[src/rtl/sbqm_sensor_ctrl.sv]
// Photocell front end for the bank queue manager: sync, debounce, edge-detect, buffer, and emit count/up_down pulses.
// Optional stuck-sensor detection is built when SBQM_SENSOR_STUCK_DET_EN is defined.
module sbqm_sensor_ctrl #(
  parameter int SYNC_STAGES  = 2,
  parameter int DEB_CYCLES   = 4,
  parameter int PEND_W       = 2,
  parameter int STUCK_CYCLES = 1024
) (
  input  logic       clk,
  input  logic       reset_n,
  input  logic       front_sensor,
  input  logic       back_sensor,
  output logic       count,
  output logic       up_down,
  output logic       busy,
  output logic       event_drop,
  output logic       sensor_fault,
  output logic [1:0] o_dbg_state
);

  localparam int DEB_W = $clog2(DEB_CYCLES + 1);
  localparam logic [DEB_W-1:0]  DEB_LAST = DEB_W'(DEB_CYCLES - 1);
  localparam logic [PEND_W-1:0] PEND_MAX = '1;

  typedef enum logic [1:0] {IDLE = 2'd0, SETUP = 2'd1, PULSE = 2'd2, HOLD = 2'd3} state_t;

  // Index 0 is the front (arrival) sensor, index 1 the back (departure) sensor.
  logic [SYNC_STAGES-1:0] r_sync [2];
  logic [DEB_W-1:0]       r_deb_cnt [2];
  logic [1:0]             r_deb;
  logic [1:0]             r_deb_q;
  logic [PEND_W-1:0]      r_arr_pend;
  logic [PEND_W-1:0]      r_dep_pend;
  logic                   r_count;
  logic                   r_up_down;
  logic                   r_drop;
  state_t                 r_state;

  logic [1:0] w_raw;
  logic [1:0] w_sync;
  logic       w_arr;
  logic       w_dep;
  logic       w_inc_a;
  logic       w_inc_d;
  logic       w_deq_a;
  logic       w_deq_d;
  state_t     w_next;

  assign w_raw  = {back_sensor, front_sensor};
  assign w_sync = {r_sync[1][SYNC_STAGES-1], r_sync[0][SYNC_STAGES-1]};
  assign w_arr  = r_deb[0] & ~r_deb_q[0];
  assign w_dep  = r_deb[1] & ~r_deb_q[1];
  // Simultaneous arrival and departure net to zero before reaching the buffers.
  assign w_inc_a = w_arr & ~w_dep;
  assign w_inc_d = w_dep & ~w_arr;

  function automatic logic [PEND_W-1:0] pend_next(input logic [PEND_W-1:0] v,
                                                  input logic inc, input logic deq);
    if (inc && !deq) return (v == PEND_MAX) ? v : v + PEND_W'(1);
    if (deq && !inc) return v - PEND_W'(1);
    return v;
  endfunction

  always_ff @(posedge clk or negedge reset_n) begin
    if (!reset_n) begin
      for (int i = 0; i < 2; i++) begin
        r_sync[i]    <= '0;
        r_deb_cnt[i] <= '0;
      end
      r_deb   <= '0;
      r_deb_q <= '0;
    end else begin
      r_deb_q <= r_deb;
      for (int i = 0; i < 2; i++) begin
        r_sync[i] <= {r_sync[i][SYNC_STAGES-2:0], w_raw[i]};
        if (w_sync[i] == r_deb[i]) begin
          r_deb_cnt[i] <= '0;
        end else if (r_deb_cnt[i] == DEB_LAST) begin
          r_deb[i]     <= w_sync[i];
          r_deb_cnt[i] <= '0;
        end else begin
          r_deb_cnt[i] <= r_deb_cnt[i] + DEB_W'(1);
        end
      end
    end
  end

  always_comb begin
    w_next  = r_state;
    w_deq_a = 1'b0;
    w_deq_d = 1'b0;
    case (r_state)
      IDLE: begin
        // Matched pairs cancel here so the occupancy counter never sees them.
        if (r_arr_pend != '0 && r_dep_pend != '0) begin
          w_deq_a = 1'b1;
          w_deq_d = 1'b1;
        end else if (r_arr_pend != '0) begin
          w_deq_a = 1'b1;
          w_next  = SETUP;
        end else if (r_dep_pend != '0) begin
          w_deq_d = 1'b1;
          w_next  = SETUP;
        end
      end
      SETUP:   w_next = PULSE;
      PULSE:   w_next = HOLD;
      HOLD:    w_next = IDLE;
      default: w_next = IDLE;
    endcase
  end

  always_ff @(posedge clk or negedge reset_n) begin
    if (!reset_n) begin
      r_state    <= IDLE;
      r_arr_pend <= '0;
      r_dep_pend <= '0;
      r_count    <= 1'b0;
      r_up_down  <= 1'b0;
      r_drop     <= 1'b0;
    end else begin
      r_state    <= w_next;
      r_arr_pend <= pend_next(r_arr_pend, w_inc_a, w_deq_a);
      r_dep_pend <= pend_next(r_dep_pend, w_inc_d, w_deq_d);
      r_count    <= (w_next == PULSE);
      r_drop     <= (w_inc_a & ~w_deq_a & (r_arr_pend == PEND_MAX)) |
                    (w_inc_d & ~w_deq_d & (r_dep_pend == PEND_MAX));
      if (r_state == IDLE && w_next == SETUP) r_up_down <= w_deq_a;
    end
  end

  assign count       = r_count;
  assign up_down     = r_up_down;
  assign busy        = (r_state != IDLE);
  assign event_drop  = r_drop;
  assign o_dbg_state = r_state;

`ifdef SBQM_SENSOR_STUCK_DET_EN
  localparam int STK_W = $clog2(STUCK_CYCLES + 1);
  localparam logic [STK_W-1:0] STK_MAX = STK_W'(STUCK_CYCLES);

  logic [STK_W-1:0] r_stk [2];
  logic             r_fault;

  // Counts cycles a debounced level has stayed high; the fault flag is sticky.
  always_ff @(posedge clk or negedge reset_n) begin
    if (!reset_n) begin
      r_stk[0] <= '0;
      r_stk[1] <= '0;
      r_fault  <= 1'b0;
    end else begin
      for (int i = 0; i < 2; i++) begin
        if (!r_deb[i])              r_stk[i] <= '0;
        else if (r_stk[i] != STK_MAX) r_stk[i] <= r_stk[i] + STK_W'(1);
        if (r_stk[i] == STK_MAX) r_fault <= 1'b1;
      end
    end
  end

  assign sensor_fault = r_fault;
`else
  assign sensor_fault = 1'b0;
`endif

endmodule

[config.mk]
export PLATFORM = sky130hd
export DESIGN_NAME = sbqm_sensor_ctrl
export DESIGN_NICKNAME = d
export VERILOG_FILES = /design/src/rtl/sbqm_sensor_ctrl.sv
export SDC_FILE = /design/constraint.sdc
export NUM_CORES = 1
export LEC_CHECK = 0
export CAP_MARGIN = 20
export CORE_MARGIN = 3
export CORE_UTILIZATION = 45
export CTS_BUF_LIST = sky130_fd_sc_hd__clkbuf_8
export DETAILED_ROUTE_END_ITERATION = 7
export PLACE_DENSITY = 0.68
export SYNTH_ARGS = -nofsm -noshare
export SYNTH_HDL_FRONTEND = slang
export SYNTH_SLANG_ARGS = --single-unit
[constraint.sdc]
create_clock -name clk -period 4.1 [get_ports clk]
set_input_delay 0.41 -clock clk [delete_from_list [all_inputs] [get_ports clk]]
set_output_delay 0.41 -clock clk [all_outputs]
set_load 0.05 [all_outputs]
* Yosys cells after proc, flatten, opt, wreduce, memory -nomap -nowiden
Cells that the tools add are included.
Storage, ports and cells: output and inout bits 7, logic and storage cells 96, register bits after elaboration 23, input port bits 4
Operators by class: equality and inequality tests 11, mux-type cells 31, reductions and logical operators 18, bitwise logic cells 17, add/sub/neg operators 6
Operators with widths (number):
- $mux 2 | 13
- $mux 1 | 13
- $mux 3 | 4
- $eq 2x2->1 const B | 5
- $reduce_bool 2->1 | 5
- $and 1x1->1 | 8
- $not 1->1 | 8
- $pmux 2 s4 | 1
- $add 3x1->3 const B | 2
- $eq 3x2->1 const B | 2
- $logic_and 1x1->1 | 6
- $add 2x1->2 const B | 2
- $eq 2x1->1 const B | 2
- $logic_not 1->1 | 4
- $reduce_and 2->1 | 2
- $sub 2x1->2 const B | 2
- $eq 1x1->1 | 2
- $logic_not 2->1 | 1
- $or 1x1->1 | 1

* Logic depth before layout (Yosys ltp)
word-level depth 11, mapped depth 8, depth with buffers taken out 8

* Worst setup path after synthesis
OpenSTA, ideal clock, no wires.
kind register to register, start register r_state[0], in the netlist o_dbg_state[0], end register r_dep_pend[1], arrival 1.916 ns, stages on the path, launching flop included 9, slack 2.107 ns, path buffers 0, cells stage by stage dfrtp_1 inv_1 ha_1 nand2b_1 inv_1 ha_1 nor2b_1 mux2_1 o21ai_1
Between the ends: cells in the longest elaborated chain, start to end 6
Ends and longest elaborated chain:
- start, declared | RTL line 37 | state_t r_state;
- start signal, assigned | RTL line 122 | r_state <= w_next;
- $logic_not 2->1 * | RTL line 92 | case (r_state)
- $mux 1 * | RTL line 92
- $logic_and 1x1->1 or $logic_not 1->1 (tied branches) | RTL line 60, 59
- $mux 2, or another cell as far along | RTL line 60 | if (deq && !inc) return v - PEND_W'(1);
- $mux 2, or another cell as far along | RTL line 61 | return v;
- $mux 2 or $reduce_bool 2->1 (tied branches)
- end signal, assigned | RTL line 124 | r_dep_pend <= pend_next(r_dep_pend, w_inc_d, w_deq_d);
- end, declared | RTL line 33 | logic [PEND_W-1:0] r_dep_pend;
Every way passes the cells marked *; elsewhere a longest branch is shown, timed or not. The select of a mux whose other input is x is not followed. A chain may end at the register's enable or synchronous reset.

* Worst setup path after layout
start register r_state[0], in the netlist o_dbg_state[0], end output busy
Between the ends: cells in the longest elaborated chain, start to end 1
Ends and longest elaborated chain:
- $reduce_bool 2->1 | RTL line 134 | assign busy = (r_state != IDLE);
- end, declared | RTL line 15 | output logic busy,
No other way between the ends.

==> metrics.cfg <==
[worst_setup_path]
required_ns=3.69
crit_arrival_ns=1.87
r2r_slack_ns=2.17
cp_slowest_stage_delay_ns=0.79
critPathMaxFanout=5
timing.rr.start=r_arr_pend[0]
critPathCaptureType=output pin
r2r_cells=7
cp-start-kind=register
worstSetupStartpoint=o_dbg_state[0]
worst_path_most_repeated_cell=inv_1
crit_path_top_delay_cell=clkdlybuf4s50_1
worstSetupPathType=reg -> out
path_cells=inv_1 > ha_1 > inv_1 > clkdlybuf4s50_1
timing.rr.end=r_arr_pend[0]

[global_routing]
grt_use_total_pct=11.9
antenna_found_initial=0
grt_pass1_wl_um=2880
grt_pass1_vias=679
gr-total-overflow=0
grt_max_degree=24

[die]
die_h_um=56.4
die_w_um=56.4
io_pins=11
coreArea_um2=2320
start_util_pct=49.3
die_area_um2=3180
core.rowCount=17

[sta]
layout_min_cycle_time_ns=2.28
drv_slew=0
finClkSkew_ns=0.00176
rsz0062_at_grt=no
final.setup.tns_ns=0
fin_crit_sh_pct=55.7
clock.fmax_mhz=438
hold_violations=0
setup_violations=0

[synth]
yosysWarnings=0
syn_avg_cell_area_um2=11.9
postSynthCellCount=96
synth_top_cell_by_area=dfrtp_1
synth_area_leaders=dfrtp_1, ha_1, inv_1, nor3b_1, nor2b_1
netlist_area_um2=1140
yosysSeqAreaShare_pct=50.4
yosysUniqueCellTypes=20
syn-num-nets=118
yosys.area.top_type_share_pct=50.4
ys_ff_latch=23

[clocking]
cts_made_buffers=3
cts_sinks=23
post-cts-setup-buffers=0
clock-root-buffer=clkbuf_8
insertion_delay_ns=0.27
postCtsResizedCells=0
h-tree-depth=1
path_clk_slew_ns=0.08
cts_tree=yes
hold_buffers=0
clock_path_buffers=2

[power_and_ir_drop]
powerDensity_nw_per_um2=802
switching_share_pct=42.8
p_leak_nw=0.664
comb_power_share_pct=51.6
pwr-share-clk_pct=13.6
vdd_drop_max_mv=0.438
p_sw_mw=0.453
seq_power_share_pct=34.8
intPower_mw=0.606

[layout]
final_cell_mix=dfrtp_1, ha_1, inv_1
nNetsFinal=132
nFillCells=211
finalInstanceArea_um2=1320
seq_area_um2=576
finalNonFillerCells=137
antenna-diode-count=0
layout-drive-gt1-share_pct=6.42
multiInputGateArea_um2=514
final_common_cell=dfrtp_1
syn_to_final_growth_pct=15.7

[worst_hold_path]
hold_path_class=in -> async

[route]
drc=0
drt_pass1_iterations=3
drt_iter0_markers=10
wirelength_um=1720
via_per_inst=4.96
drt-wirelength-per-cell_um=12.5
ant_nets=0
dr_total_vias=680

[place]
dp_hpwl_um=1270
gp_congestion=0.675
place_area_um2=1260
portBuffers=9
placed_cells=132

[outcome]
outcome=complete, no violations

[job]
maxCapViolCount=0

-- how the worst max path moves through the flow --
stage,end,slack (ns),cells after the start
finish,busy,1.82,4
detailed placement,busy,2.11,4
floorplan,r_dep_pend[1],2.11,8
global route,busy,1.74,4
global placement,busy,2.16,4
CTS,busy,1.81,4
-- registers in the layout, indices dropped and copies added, names as in the netlist --
signal,count
up_down,1
r_deb,2
r_arr_pend,2
count,1
r_deb_cnt,6
event_drop,1
r_dep_pend,2
r_deb_q,2
o_dbg_state,2
r_sync,4
-- layer usage --
layer | share of wire, % | vias to the layer above | track usage, %
met1 | 46 | 328 | 13.6
met5 | 0 | - | 0
met3 | 4.4 | 5 | 2.99
li1 | - | 333 | -
met2 | 47 | 14 | 19.5
met4 | 2.6 | 0 | 8.14
-- synth_stat cells, drive strengths merged --
library cell / instances
a211oi: 1
a22o: 1
a311oi: 1
a31oi: 1
buf: 1
conb: 1
dfrtp: 23
ha: 18
inv: 12
mux2: 5
mux2i: 1
nand2: 5
nand2b: 5
nor2: 1
nor2b: 6
nor3: 2
nor3b: 6
o21ai: 3
xnor2: 3
-- through the flow --
stage               setup slack, ns  power (mW)  hold slack [ns]  utilization, %
floorplan                      2.11       0.772            0.114               -
global placement               2.16       0.897            0.334            54.3
detailed placement             2.11       0.920            0.335            54.3
CTS                            1.81        1.06            0.354            56.3
global route                   1.74        1.14            0.343            57.0
finish                         1.82        1.06            0.337            57.0
-- power by group through the flow --
stage | Combinational, mW | Sequential [mW] | Clock, mW
after global placement | 0.529 | 0.368 | 0
after CTS | 0.549 | 0.369 | 0.146
after detailed placement | 0.545 | 0.375 | 0
after global routing | 0.609 | 0.382 | 0.155
final | 0.547 | 0.369 | 0.144
after floorplan | 0.327 | 0.445 | 0
-- cell families (layout without fill, tap and decap cells) --
| group | count (synthesis) | in the layout | share of synthesized area, % |
|---|---|---|---|
| buf+inv | 13 | 26 | 4.60 |
| mux | 6 | 6 | 5.80 |
| fa+ha+maj | 18 | 18 | 19.7 |
| other cells | 1 | 1 | 0.328 |
| compound gates | 7 | 7 | 4.05 |
| simple gates | 25 | 25 | 12.8 |
| xor+xnor | 3 | 3 | 2.30 |
| flops | 23 | 23 | 50.4 |
-- critical path, delay by kind of cell, from the launching register on --
| kind | cells | cell delay (ns) |
|---|---|---|
| adder cells (fa/ha/maj) | 1 | 0.26 |
| buffers and inverters | 3 | 0.96 |
| flip-flops | 1 | 0.38 |
-- cell type report --
| type | count | share of cell area, % |
|---|---|---|
| timing repair buffer | 10 | 7.95 |
| clock buffer | 3 | 3.12 |
| sequential | 23 | 43.6 |
| tap | 28 | 2.65 |
| multi-input combinational | 60 | 38.9 |
| clock inverter | 1 | 0.379 |
| inverter | 12 | 3.41 |
No activity file was read; power rests on OpenSTA's default activity.
